[src/rtl/enemy_fire_scheduler_pkg.sv]
// Shared types and widths for the enemy fire scheduler and its helpers.
package enemy_sched_pkg;

  localparam int SHOOTER_IDX_W = 2;
  localparam int CNT_W         = 8;

  typedef enum logic [3:0] {
    IDLE_ST     = 4'd0,
    COOLDOWN_ST = 4'd1,
    SELECT_ST   = 4'd2,
    GRANT_ST    = 4'd3
  } sched_state_t;

endpackage

[src/rtl/enemy_fire_scheduler_if.sv]
// Bundle between game control / projectile movers and the fire scheduler.
// master = game side driving frame, alive and in-flight flags;
// slave  = scheduler returning fire approvals and status.
interface enemy_fire_scheduler_if
  import enemy_sched_pkg::*;
#(
  parameter int NUM_SHOOTERS = 4
) ();

  logic                      startOfFrame;
  logic                      preGame;
  logic [NUM_SHOOTERS-1:0]   pig_alive;
  logic [NUM_SHOOTERS-1:0]   shooting;
  logic [4:0]                randomValue;
  logic [NUM_SHOOTERS-1:0]   fire;
  logic                      timer;
  logic [2:0]                active_count;
  logic [SHOOTER_IDX_W-1:0]  grant_idx;

  modport master (
    output startOfFrame, preGame, pig_alive, shooting, randomValue,
    input  fire, timer, active_count, grant_idx
  );

  modport slave (
    input  startOfFrame, preGame, pig_alive, shooting, randomValue,
    output fire, timer, active_count, grant_idx
  );

endinterface

[src/rtl/enemy_fire_scheduler_rr_picker.sv]
// Combinational round-robin first-set finder: returns the first set request
// at or after ptr, wrapping modulo N. Kept generic for reuse by other arbiters.
module rr_picker #(
  parameter int N     = 4,
  parameter int IDX_W = 2
) (
  input  logic [N-1:0]     req,
  input  logic [IDX_W-1:0] ptr,
  output logic             valid,
  output logic [IDX_W-1:0] idx
);

  logic [IDX_W-1:0] pos;

  // Scan farthest-first so the closest set bit to ptr is the last one written.
  always_comb begin
    valid = 1'b0;
    idx   = '0;
    pos   = '0;
    for (int k = N - 1; k >= 0; k--) begin
      pos = IDX_W'((int'(ptr) + k) % N);
      if (req[pos]) begin
        valid = 1'b1;
        idx   = pos;
      end
    end
  end

endmodule

[src/rtl/enemy_fire_scheduler.sv]
// Enemy fire scheduler: frame-based cooldown with jitter, in-flight limit,
// round-robin shooter choice, one registered fire grant outstanding at a time.
module enemy_fire_scheduler
  import enemy_sched_pkg::*;
#(
  parameter int         NUM_SHOOTERS       = 4,
  parameter int         COOLDOWN_FRAMES    = 30,
  parameter logic [3:0] JITTER_MASK        = 4'hF,
  parameter int         MAX_ACTIVE         = 2,
  parameter int         ACK_TIMEOUT_FRAMES = 4
) (
  input  logic                  clk,
  input  logic                  reset,
  enemy_fire_scheduler_if.slave bus
);

  if (COOLDOWN_FRAMES + 15 > 255) begin : g_cd_range_chk
    $error("COOLDOWN_FRAMES + 15 does not fit the 8-bit cooldown counter");
  end
  if (NUM_SHOOTERS > (1 << SHOOTER_IDX_W)) begin : g_idx_range_chk
    $error("NUM_SHOOTERS exceeds the grant index width");
  end

  sched_state_t             state;
  logic [CNT_W-1:0]         cd_cnt;
  logic [CNT_W-1:0]         to_cnt;
  logic [SHOOTER_IDX_W-1:0] rr_ptr;
  logic [SHOOTER_IDX_W-1:0] grant_q;
  logic [NUM_SHOOTERS-1:0]  fire_q;
  logic                     timer_q;
  logic [2:0]               active_q;

  logic [NUM_SHOOTERS-1:0]  cand;
  logic                     pick_vld;
  logic [SHOOTER_IDX_W-1:0] pick_idx;
  logic [SHOOTER_IDX_W-1:0] pick_next;
  logic [CNT_W-1:0]         cd_load;
  logic                     grant_exit;
  logic                     unused_rand_msb;

  assign unused_rand_msb = bus.randomValue[4];

  // A pig may be picked only if alive and not already in flight.
  assign cand = bus.pig_alive & ~bus.shooting;

  rr_picker #(
    .N     (NUM_SHOOTERS),
    .IDX_W (SHOOTER_IDX_W)
  ) u_pick (
    .req   (cand),
    .ptr   (rr_ptr),
    .valid (pick_vld),
    .idx   (pick_idx)
  );

  assign pick_next = (pick_idx == SHOOTER_IDX_W'(NUM_SHOOTERS - 1)) ? '0 : pick_idx + 1'b1;
  assign cd_load   = CNT_W'(COOLDOWN_FRAMES) + CNT_W'(bus.randomValue[3:0] & JITTER_MASK);

  // Ack, kill and timeout all end the grant the same way, so no ordering is needed.
  assign grant_exit = bus.shooting[grant_q] | ~bus.pig_alive[grant_q] | (to_cnt == '0);

  // Registered in-flight count, one cycle behind shooting.
  always_ff @(posedge clk or posedge reset) begin
    if (reset) active_q <= '0;
    else       active_q <= 3'($countones(bus.shooting));
  end

  // Scheduler FSM with registered fire/timer; preGame forces idle but keeps rr_ptr.
  always_ff @(posedge clk or posedge reset) begin
    if (reset) begin
      state   <= IDLE_ST;
      cd_cnt  <= '0;
      to_cnt  <= '0;
      rr_ptr  <= '0;
      grant_q <= '0;
      fire_q  <= '0;
      timer_q <= 1'b0;
    end else if (bus.preGame) begin
      state   <= IDLE_ST;
      cd_cnt  <= '0;
      to_cnt  <= '0;
      fire_q  <= '0;
      timer_q <= 1'b0;
    end else begin
      case (state)
        IDLE_ST: begin
          fire_q  <= '0;
          timer_q <= 1'b0;
          cd_cnt  <= cd_load;
          state   <= COOLDOWN_ST;
        end
        COOLDOWN_ST: begin
          if (cd_cnt == '0)           state  <= SELECT_ST;
          else if (bus.startOfFrame) cd_cnt <= cd_cnt - CNT_W'(1);
        end
        SELECT_ST: begin
          if (pick_vld && (active_q < 3'(MAX_ACTIVE))) begin
            grant_q <= pick_idx;
            rr_ptr  <= pick_next;
            to_cnt  <= CNT_W'(ACK_TIMEOUT_FRAMES);
            fire_q  <= NUM_SHOOTERS'(1) << pick_idx;
            timer_q <= 1'b1;
            state   <= GRANT_ST;
          end
        end
        GRANT_ST: begin
          if (grant_exit) begin
            fire_q  <= '0;
            timer_q <= 1'b0;
            to_cnt  <= '0;
            state   <= IDLE_ST;
          end else if (bus.startOfFrame) begin
            to_cnt <= to_cnt - CNT_W'(1);
          end
        end
        default: begin
          fire_q  <= '0;
          timer_q <= 1'b0;
          state   <= IDLE_ST;
        end
      endcase
    end
  end

  assign bus.fire         = fire_q;
  assign bus.timer        = timer_q;
  assign bus.active_count = active_q;
  assign bus.grant_idx    = grant_q;

endmodule

[src/flat_wrapper.sv]
// flat-port wrapper written by rule: the top's interface ports become plain ports
module enemy_fire_scheduler_flat import enemy_sched_pkg::*;
#(
  parameter int         NUM_SHOOTERS       = 4,
  parameter int         COOLDOWN_FRAMES    = 30,
  parameter logic [3:0] JITTER_MASK        = 4'hF,
  parameter int         MAX_ACTIVE         = 2,
  parameter int         ACK_TIMEOUT_FRAMES = 4
)
  (clk, reset, bus_startOfFrame, bus_preGame, bus_pig_alive, bus_shooting, bus_randomValue, bus_fire, bus_timer, bus_active_count, bus_grant_idx);
  enemy_fire_scheduler_if #(.NUM_SHOOTERS(NUM_SHOOTERS)) bus_i ();
  input  logic clk;
  input  logic reset;
  input wire logic [$bits(bus_i.startOfFrame)-1:0] bus_startOfFrame;
  input wire logic [$bits(bus_i.preGame)-1:0] bus_preGame;
  input wire logic [$bits(bus_i.pig_alive)-1:0] bus_pig_alive;
  input wire logic [$bits(bus_i.shooting)-1:0] bus_shooting;
  input wire logic [$bits(bus_i.randomValue)-1:0] bus_randomValue;
  output wire logic [$bits(bus_i.fire)-1:0] bus_fire;
  output wire logic [$bits(bus_i.timer)-1:0] bus_timer;
  output wire logic [$bits(bus_i.active_count)-1:0] bus_active_count;
  output wire logic [$bits(bus_i.grant_idx)-1:0] bus_grant_idx;
  assign bus_i.startOfFrame = bus_startOfFrame;
  assign bus_i.preGame = bus_preGame;
  assign bus_i.pig_alive = bus_pig_alive;
  assign bus_i.shooting = bus_shooting;
  assign bus_i.randomValue = bus_randomValue;
  assign bus_fire = bus_i.fire;
  assign bus_timer = bus_i.timer;
  assign bus_active_count = bus_i.active_count;
  assign bus_grant_idx = bus_i.grant_idx;
  enemy_fire_scheduler #(.NUM_SHOOTERS(NUM_SHOOTERS), .COOLDOWN_FRAMES(COOLDOWN_FRAMES), .JITTER_MASK(JITTER_MASK), .MAX_ACTIVE(MAX_ACTIVE), .ACK_TIMEOUT_FRAMES(ACK_TIMEOUT_FRAMES)) u_core (.clk(clk), .reset(reset), .bus(bus_i));
endmodule
[config.mk]
export PLATFORM = sky130hd
export DESIGN_NAME = enemy_fire_scheduler_flat
export DESIGN_NICKNAME = d
export VERILOG_FILES = /design/src/rtl/enemy_fire_scheduler_pkg.sv /design/src/rtl/enemy_fire_scheduler_if.sv /design/src/rtl/enemy_fire_scheduler_rr_picker.sv /design/src/rtl/enemy_fire_scheduler.sv /design/src/flat_wrapper.sv
export SDC_FILE = /design/constraint.sdc
export NUM_CORES = 1
export LEC_CHECK = 0
export ABC_CLOCK_PERIOD_IN_PS = 2100
export CAP_MARGIN = 30
export CORE_MARGIN = 2
export CORE_UTILIZATION = 37
export DETAILED_ROUTE_END_ITERATION = 8
export PLACE_DENSITY = 0.54
export SLEW_MARGIN = 5
export SYNTH_ARGS = -nofsm -noshare
export SYNTH_HDL_FRONTEND = slang
export SYNTH_SLANG_ARGS = --single-unit
export TNS_END_PERCENT = 50
[constraint.sdc]
create_clock -name clk -period 2.1 [get_ports clk]
set_input_delay 0.42 -clock clk [delete_from_list [all_inputs] [get_ports clk]]
set_output_delay 0.42 -clock clk [all_outputs]
set_load 0.01 [all_outputs]
* After elaboration in Yosys (flattened, before gate mapping) *
Cells that the tools add are included.

storage, ports and cells
  register bits after elaboration = 32
  input bits = 17
  output and inout port bits = 10

cells by class
  add/subtract/negate cells = 10
  $lt $le $gt $ge = 6
  equality and inequality tests = 11
  shift operators = 1
  multiplexer cells = 42
  bitwise gates (word level) = 6
  reduce and logical (&&, ||, !) cells = 11

operators with widths
  kind                 count
  $mux 8               7
  $pmux 8 s2           2
  $mux 4               6
  $logic_not 8->1      2
  $pmux 4 s4           1
  $sub 8x1->8 const B  2
  $lt 2x3->1 const B   5
  $reduce_and 3->1     5
  $mux 1               13
  $bmux 1 s2           6
  $pmux 4 s3           1
  $mux 2               5
  $ne 3x2->1 const B   3
  $eq 4x2->1 const B   2
  $add 5x4->6 const A  1
  $ne 3x3->1 const B   2
  $reduce_bool 3->1    2
  $add 1x1->2          2
  $add 2x1->2 const B  2
  $add 2x2->2 const B  2
  $and 4x4->4          1
  $eq 4x1->1 const B   1
  $logic_not 4->1      1
  $ne 4x3->1 const B   1
  10 further kinds     12

* Longest topological paths before layout *
Gate-level depths: netlist of the first run.

  depth after elaboration = 12
  depth in mapped cells = 8
  depth with buffers taken out = 7

* Modules after synthesis *
A second synthesis of the first run with hierarchy kept.

unflattened totals
  cells, all modules = 205
  area, all modules = 1,953.1 sq um

modules (own cells, without submodules)
  module                instances  cells an instance  area each (sq um)  seq. area each (sq um)
  enemy_fire_scheduler  1          192                1,875.5            750.7
  rr_picker             1          13                 77.6               0.0

* Worst setup path before layout of the first run *
OpenSTA, ideal clock, no wires.

  path kind = register to register
  from = reg u_core.state[0]
  to = reg u_core.to_cnt[1]
  library setup time = 110 ps
  data arrival time = 1,804 ps
  slack = 185 ps
  stages on the path, launching flop included = 7
  buffers on the path = 0
  clock period less this slack = 1,915 ps
  cell sequence = dfrtp_1 -> inv_1 -> ha_1 -> or3b_2 -> a41oi_1 -> o22ai_2 -> o41ai_1

on the way
  longest elaborated chain between the ends = 3
  elaborated cells between the ends (all ways) = 8
  classes of those cells = 4 x eq/ne; 2 x mux; 2 x reduce/logical

RTL lines
  element                                               RTL line                     text
  start, declared                                       enemy_fire_scheduler.sv:24   sched_state_t state;
  start signal, assigned                                enemy_fire_scheduler.sv:71   state <= IDLE_ST;
  start signal, assigned                                enemy_fire_scheduler.sv:79   state <= IDLE_ST;
  start signal, assigned                                enemy_fire_scheduler.sv:90   state <= COOLDOWN_ST;
  $eq 4x2->1                                            enemy_fire_scheduler.sv:85   case (state)
  $ne 4x3->1 (no line) (tied with other cells)          -
  $reduce_and 3->1 (no line) or $mux 8 (tied branches)  -
  end signal, assigned                                  enemy_fire_scheduler.sv:100  to_cnt <= CNT_W'(ACK_TIMEOUT_FRAMES);
  end signal, assigned                                  enemy_fire_scheduler.sv:113  to_cnt <= to_cnt - CNT_W'(1);
  end, declared                                         enemy_fire_scheduler.sv:26   logic [CNT_W-1:0] to_cnt;

Parallel ways exist; a longest one is shown, timed or not.
A chain may end at the register's enable or synchronous reset.

* Worst setup path after layout of the first run *
  from = in bus_shooting[0]
  to = reg u_core.state[0]

on the way
  longest elaborated chain between the ends = 11
  elaborated cells between the ends (all ways) = 22
  classes of those cells = 2 x eq/ne; 14 x mux; 4 x bitwise; 2 x reduce/logical

RTL lines
  element                         RTL line                              text
  start, declared                 flat_wrapper.sv:17                    input wire logic [$bits(bus_i.shooting)-1:0] bus_shooting;
  $not 4->4                       enemy_fire_scheduler.sv:44            assign cand = bus.pig_alive & ~bus.shooting;
  $and 4x4->4                     enemy_fire_scheduler.sv:44
  $bmux 1 s2                      enemy_fire_scheduler_rr_picker.sv:22  if (req[pos]) begin
  $mux 1 (not written as such)    enemy_fire_scheduler_rr_picker.sv:22
  $mux 1 (4 in series)            enemy_fire_scheduler_rr_picker.sv:22
  $logic_and 1x1->1               enemy_fire_scheduler.sv:97            if (pick_vld && (active_q < 3'(MAX_ACTIVE))) begin
  $ne 3x2->1 (no line)            -
  $reduce_and 3->1 (no line) (*)  -
  end signal, assigned            enemy_fire_scheduler.sv:93            if (cd_cnt == '0) state <= SELECT_ST;
  end signal, assigned            enemy_fire_scheduler.sv:103           state <= GRANT_ST;
  end signal, assigned            enemy_fire_scheduler.sv:111           state <= IDLE_ST;

Mark *: on every way between the ends. The rest lies on a longest branch, timed or not. The select of a mux whose other input is x is not followed.

==> impl_metrics.py, run 1 <==
metrics = {
    "worst_setup_path": {
        "rrSetupSlack_ns": 0.17,
        "worstPathCellList": "clkdlybuf4s50_1 -> nand2b_1 -> mux4_2 -> buf_4 -> nor2_4 -> nor3b_2 -> mux2_2",
        "critPathArrivalTime_ns": 2.26,
        "worst_setup_path_end_kind": "register",
        "critPathMaxFanout": 4,
        "worst-setup-path-type": "primary input to register",
        "delay_of_the_slowest_critical_path_stage_ns": 0.50,
        "cp_num_buf_inv": 2,
        "worst_path_dominant_cell_family": "multiplexers",
        "required_ns": 2.27,
        "setup.worst_path.start_class": "primary input",
        "crit_slowest_cell": "mux4_2",
    },
    "grt": {
        "grt_start_max_net_pins": 31,
        "grt.overflow.total": 0,
        "globalRouteTotalUtil_pct": 16.34,
        "vias_in_the_first_global_route": 1792,
        "wire_length_of_the_first_global_routing_pass_microns": 7941,
        "antenna_violations_before_repair": 0,
    },
    "placement": {
        "final_estimated_routing_congestion_in_global_placement": 0.8479,
        "io_buffers": 25,
        "numPlacedInstances": 347,
        "place_hpwl_microns": 3619,
    },
    "worst_hold_path": {
        "holdCritPathClass": "register to register",
    },
    "die": {
        "dieHeight_microns": 78.59,
        "top_level_ports": 27,
        "core_area_sq_um": 5439,
        "floorplan.initialDensity_pct": 37.84,
        "die_area_sq_um": 6176,
        "chipWidth_microns": 78.59,
        "rows": 27,
    },
    "timing": {
        "grt_setup_unrepaired": "true",
        "fin_max_slew_vios": 0,
        "timing.final.setup_violations": 0,
        "timing.final.hold_violations": 0,
        "period_share_pct": 99.69,
        "fmax_ghz": 0.4777,
        "period_minus_slack_ns": 2.093,
        "slew-limit-headroom_pct": 67.43,
        "clock-skew-final_ns": 0.005344,
        "worst_slew_pin_slew_ns": 0.4864,
    },
    "drt": {
        "route.detailed.drc": 0,
        "detail_route.iter0.violations": 87,
        "drtAntennaViolNets": 0,
        "drt-wirelength-per-cell_microns": 13.20,
        "dr.pass1.iters": 5,
        "routed_wl_microns": 4712,
        "via_cell_ratio": 5.045,
        "via_count": 1801,
    },
    "clock_network": {
        "clk_pin_slew_worst_paths_ns": 0.07,
        "clk_latency_ns": 0.28,
        "number_of_buffers_created_by_cts": 5,
        "tritoncts": "built",
        "max-clock-path-buffers": 2,
        "clock_sinks": 30,
        "cts_max_level": 2,
        "cts_root_buffer": "clkbuf_8",
    },
    "layout": {
        "nets": 319,
        "fraction_of_layout_instances_using_a_drive_strength_above_1_pct": 26.32,
        "layout.cells.non_filler": 357,
        "most_frequent_cells_in_the_layout": "buf_4, dfrtp_1, clkdlybuf4s50_1, inv_1, ha_1",
        "diodes": 0,
        "synthToLayoutAreaGrowth_pct": 37.99,
        "final_util_pct": 52.22,
        "final_common_cell": "buf_4",
    },
    "power_and_ir_drop": {
        "leakage_nw": 1.275,
        "power_frac_comb_pct": 48.3,
        "internal_power_mw": 1.570,
        "p_per_area_nw_per_um2": 874.9,
        "net_switching_share_of_the_total_power_pct": 36.80,
        "clkPwrFrac_pct": 19.7,
        "p_seq_share_pct": 32.0,
        "irDropWorstVdd_uv": 507.8,
        "switchingPower_uw": 914.5,
    },
    "synth": {
        "synth_async_sr_flop_share_pct": 100.0,
        "yosysWarnings": 0,
        "synth.ff_latch_count": 30,
        "synth_top_flop_cell": "dfrtp_1",
        "post_synth_inst_count": 212,
        "synth_nets": 247,
        "synth.avg_cell_area_sq_um": 9.709,
        "post_synth_instance_area_sq_um": 2058,
        "number_of_unique_standard_cell_types_used_by_synthesis": 52,
        "yosysSeqAreaShare_pct": 36.47,
        "synth-edff-count": 0,
    },
    "run_status": {
        "result_of_the_run": "finished, final reports clean",
    },
    "job": {
        "maxCapViolations": 0,
    },
}
flip-flops by register name, indices dropped and copies added (netlist names):
signal                   cells
u_core.cd_cnt                8
u_core.to_cnt                8
u_core.bus.fire              4
u_core.bus.active_count      3
u_core.bus.grant_idx         2
u_core.rr_ptr                2
u_core.state                 2
u_core.bus.timer             1
path summary, 6_finish.rpt:
path,startpoint,endpoint,depth (start not counted)
min,u_core.bus.timer,u_core.bus.timer,1
min in group asynchronous,reset,u_core.bus.timer,3
min reg2reg,u_core.bus.timer,u_core.bus.timer,1
max in group asynchronous,reset,u_core.cd_cnt[0],3
max,bus_shooting[0],u_core.state[0],7
max reg2reg,u_core.to_cnt[0],u_core.bus.fire[2],7
logic make-up after synthesis:
group	after synthesis	share of synthesized area (%)
adder cells (fa/ha/maj)	18	11.31
flip-flops	30	36.47
XOR/XNOR	3	1.277
buffers and inverters	25	4.620
multiplexers	7	4.802
AND/OR/NAND/NOR	67	20.91
AO/OA/AOI/OAI	62	20.61
metrics by stage:
step | hold WS (ns) | setup slack (ns) | power, mW | area, sq um | TNS [ns]
6_report | 0.4847 | 0.006614 | 2.485 | 2840 | 0
3_5_place_dp | 0.4699 | -0.2546 | 1.981 | 2698 | -3.420
3_3_place_gp | 0.4636 | -0.2448 | 1.971 | 2698 | -3.307
2_1_floorplan | 0.4515 | 0.1855 | 1.517 | 2058 | 0
4_1_cts | 0.4886 | 0.03490 | 2.482 | 2789 | 0
5_1_grt | 0.5139 | -0.06994 | 2.690 | 2840 | -0.2845
metal layers:
layer | global-route usage (%) | share of wire, % | wire (microns)
met5 | 0 | 0 | 0
met4 | 4.737 | 1.1 | 50
met3 | 3.793 | 2.9 | 138
met2 | 26.32 | 44 | 2075
met1 | 21.86 | 52 | 2447
Yosys cell counts, types with 2 or more instances:
library cell | n | area (sq um)
a21oi_1 | 17 | 85.08
and3_1 | 2 | 12.51
xor2_1 | 2 | 17.52
nand4b_1 | 2 | 17.52
nor2b_1 | 6 | 37.54
nor3b_1 | 2 | 15.01
or4_1 | 3 | 22.52
nand2_1 | 9 | 33.78
a21o_1 | 2 | 15.01
nor4_1 | 3 | 18.77
o21ai_0 | 11 | 55.05
mux4_2 | 2 | 45.04
o31a_1 | 2 | 17.52
nor3_1 | 2 | 10.01
or3_1 | 4 | 25.02
a211oi_1 | 2 | 15.01
o31ai_1 | 5 | 37.54
clkbuf_1 | 3 | 11.26
o21ai_1 | 5 | 25.02
mux2i_1 | 2 | 20.02
ha_1 | 17 | 212.7
a41oi_1 | 3 | 26.28
a22o_1 | 5 | 43.79
nand2b_1 | 7 | 43.79
mux2_2 | 3 | 33.78
or3_2 | 2 | 15.01
dfrtp_1 | 30 | 750.7
inv_1 | 21 | 78.83
or3b_2 | 2 | 17.52
nor2_1 | 13 | 48.80
or3_4 | 2 | 22.52
power by group through the flow:
stage | Combinational (mW) | Clock, mW | Sequential [mW]
floorplan | 0.703 | 0 | 0.814
global placement | 1.17 | 0 | 0.803
detailed placement | 1.18 | 0 | 0.805
CTS | 1.18 | 0.505 | 0.795
global route | 1.34 | 0.534 | 0.813
finish | 1.20 | 0.490 | 0.795
final cells by class:
class | instances | area (sq um)
multi-input combinational | 157 | 1249
sequential | 30 | 750.7
clock inverter | 1 | 5.005
fill | 524 | 2599
timing repair buffer | 69 | 580.6
inverter | 21 | 78.83
tap | 72 | 90.09
clock buffer | 7 | 86.33
timing repair:
| action | in CTS | in global routing |
|---|---|---|
| gates resized for setup | 0 | 7 |
| hold buffers | 0 | 0 |
| endpoints found under the hold margin | 0 | 0 |
| setup buffers | 0 | 2 |
| setup endpoints to repair | 0 | 9 |
No activity file was read; power rests on OpenSTA's default activity.
==> run 2, diff against run 1 <==
--- a/config.mk
+++ b/config.mk
@@ -5,12 +5,12 @@
 export SDC_FILE = /design/constraint.sdc
 export NUM_CORES = 1
 export LEC_CHECK = 0
-export ABC_CLOCK_PERIOD_IN_PS = 2100
 export CAP_MARGIN = 30
 export CORE_MARGIN = 2
 export CORE_UTILIZATION = 37
 export DETAILED_ROUTE_END_ITERATION = 8
 export PLACE_DENSITY = 0.54
+export REMOVE_ABC_BUFFERS = 1
 export SLEW_MARGIN = 5
 export SYNTH_ARGS = -nofsm -noshare
 export SYNTH_HDL_FRONTEND = slang
==> run 2 against run 1 <==
Net effect:
- worst setup slack better by 0.031 ns
- largest power group unchanged
- clock skew is 0.0015 ns lower
- clock power is 8.0% lower
- worst hold slack better by 0.0042 ns
- sequential power is 2% higher
- combinational power is 6% lower
- cell count is 2.5% lower
- fmax is 1.5% higher
- utilization is 1.2 points lower
==> impl_metrics.py, run 2 (synthesized netlist as in run 1, its figures left out) <==
metrics = {
    "run_status": {
        "result_of_the_run": "finished, final reports clean",
    },
    "worst_setup_path": {
        "critical_path.startpoint": "bus_pig_alive[2]",
        "worst_r2r_path_depth": 7,
        "cp-endpoint": "u_core.to_cnt[7]",
        "rrSetupSlack_ns": 0.11,
        "critPathMaxFanout": 6,
        "critPathArrivalTime_ns": 2.26,
        "required_ns": 2.30,
        "worst-setup-path-type": "primary input to register",
        "setup.worst_path.start_class": "primary input",
        "rr_endpoint": "u_core.bus.fire[2]",
        "critical_path.reg2reg.startpoint": "u_core.to_cnt[1]",
        "worst_setup_path_end_kind": "register",
    },
    "die": {
        "floorplan.initialDensity_pct": 37.84,
        "top_level_ports": 27,
        "rows": 27,
        "die_area_sq_um": 6176,
        "dieHeight_microns": 78.59,
        "chipWidth_microns": 78.59,
        "core_area_sq_um": 5439,
    },
    "power_and_ir_drop": {
        "irDropWorstVdd_uv": 446.2,
        "p_seq_share_pct": 33.8,
        "power_frac_comb_pct": 47.3,
        "net_switching_share_of_the_total_power_pct": 36.52,
        "p_per_area_nw_per_um2": 862.4,
        "switchingPower_uw": 874.3,
        "clkPwrFrac_pct": 18.9,
        "leakage_nw": 1.249,
        "internal_power_mw": 1.520,
    },
    "layout": {
        "multiInputGateArea_sq_um": 1244,
        "layout.cells.non_filler": 348,
        "most_frequent_cells_in_the_layout": "buf_4, dfrtp_1, clkdlybuf4s50_1, inv_1, ha_1",
        "synthToLayoutAreaGrowth_pct": 34.89,
        "area_of_all_sequential_standard_cells_sq_um": 750.7,
        "fraction_of_layout_instances_using_a_drive_strength_above_1_pct": 25.00,
        "diodes": 0,
        "final_common_cell": "buf_4",
        "num-fill-cells": 530,
        "final_util_pct": 51.05,
        "nets": 312,
    },
    "placement": {
        "final_estimated_routing_congestion_in_global_placement": 0.7817,
        "numPlacedInstances": 341,
        "place_hpwl_microns": 3544,
        "preCtsSetupSlack_ns": -0.2446,
        "io_buffers": 25,
    },
    "timing": {
        "worst_slew_pin_slew_ns": 0.4861,
        "fmax_ghz": 0.4849,
        "period_share_pct": 98.21,
        "timing.final.hold_violations": 0,
        "timing.final.setup_violations": 0,
        "slew-limit-headroom_pct": 67.45,
        "grt_setup_unrepaired": "true",
        "fin_max_slew_vios": 0,
        "period_minus_slack_ns": 2.062,
        "setup_slack_ns": 0.03754,
        "clock-skew-final_ns": 0.003832,
    },
    "clock_network": {
        "cts_root_buffer": "clkbuf_8",
        "clock_sinks": 30,
        "clk_latency_ns": 0.27,
        "tritoncts": "built",
        "clk_pin_slew_worst_paths_ns": 0.06,
        "max-clock-path-buffers": 2,
        "number_of_buffers_created_by_cts": 5,
        "cts_max_level": 2,
        "post_cts_hold_buffer_count": 0,
    },
    "drt": {
        "drt-wirelength-per-cell_microns": 13.19,
        "route.detailed.drc": 0,
        "drtAntennaViolNets": 0,
        "via_cell_ratio": 5.080,
        "routed_wl_microns": 4590,
        "detail_route.iter0.violations": 54,
        "dr.pass1.iters": 4,
        "via_count": 1768,
    },
    "grt": {
        "globalRouteMet1Util_pct": 21.95,
        "top_usage_layer": "met2",
        "antenna_violations_before_repair": 0,
        "groute.layer.met2.usage_pct": 24.19,
        "globalRouteTotalUtil_pct": 15.79,
        "vias_in_the_first_global_route": 1687,
        "grt.overflow.total": 0,
        "grt_util_met3_pct": 3.908,
        "wire_length_of_the_first_global_routing_pass_microns": 7693,
        "grt_start_max_net_pins": 31,
    },
    "job": {
        "maxCapViolations": 0,
    },
    "worst_hold_path": {
        "holdCritPathClass": "register to register",
    },
}
[run 2: cell type report]
type	instances	share of cell area, %
multi-input cells	157	44.79
inverters	21	2.839
clock buffers	6	2.974
well taps	72	3.245
repair buffers	62	19.11
flip-flops and latches	30	27.04
[run 2: timing repair]
item,CTS,global route
resized for setup,0,8
endpoints found under the setup margin,0,12
endpoints found under the hold margin,0,0
buffers inserted,0,1
[run 2: worst min path at each step]
stage	start	endpoint	slack, ns	cells past startpoint
finish	u_core.rr_ptr[0]	u_core.rr_ptr[0]	0.49	1
global route	u_core.bus.timer	u_core.bus.timer	0.50	1
CTS	u_core.bus.timer	u_core.bus.timer	0.49	1
detailed placement	u_core.bus.timer	u_core.bus.timer	0.47	1
global placement	u_core.bus.timer	u_core.bus.timer	0.46	1
floorplan	u_core.to_cnt[7]	u_core.to_cnt[7]	0.45	1
[run 2: routing by layer]
metal / up-vias / routed length [microns] / share of wire [%]
met1: 831 / 2340 / 51
met2: 28 / 2007 / 44
met4: 0 / 48 / 1.0
li1: 904 / - / -
met5: - / 0 / 0
met3: 5 / 193 / 4.2
[run 2: per-stage QoR]
step | setup TNS [ns] | cell area [sq um] | total power, mW | hold slack [ns]
final | 0 | 2776 | 2.394 | 0.4889
after CTS | 0 | 2735 | 2.414 | 0.4940
after floorplan | 0 | 2042 | 1.502 | 0.4515
after detailed placement | -3.343 | 2653 | 1.944 | 0.4745
after global placement | -3.221 | 2653 | 1.942 | 0.4631
after global routing | -0.08538 | 2776 | 2.592 | 0.5039
[run 2: power groups by stage]
| stage | sequential [mW] | clock, mW | combinational, mW |
|---|---|---|---|
| 2_1_floorplan | 0.814 | 0 | 0.688 |
| 3_3_place_gp | 0.820 | 0 | 1.12 |
| 3_5_place_dp | 0.816 | 0 | 1.13 |
| 4_1_cts | 0.807 | 0.473 | 1.13 |
| 5_1_grt | 0.830 | 0.503 | 1.26 |
| 6_report | 0.810 | 0.451 | 1.13 |
[run 2: critical path, cell delays in order]
cell and delay [ns]:
clkdlybuf4s50_1 0.53, nor2b_2 0.23, mux4_2 0.27, o211ai_1 0.21
or4_1 0.46, mux2i_1 0.14
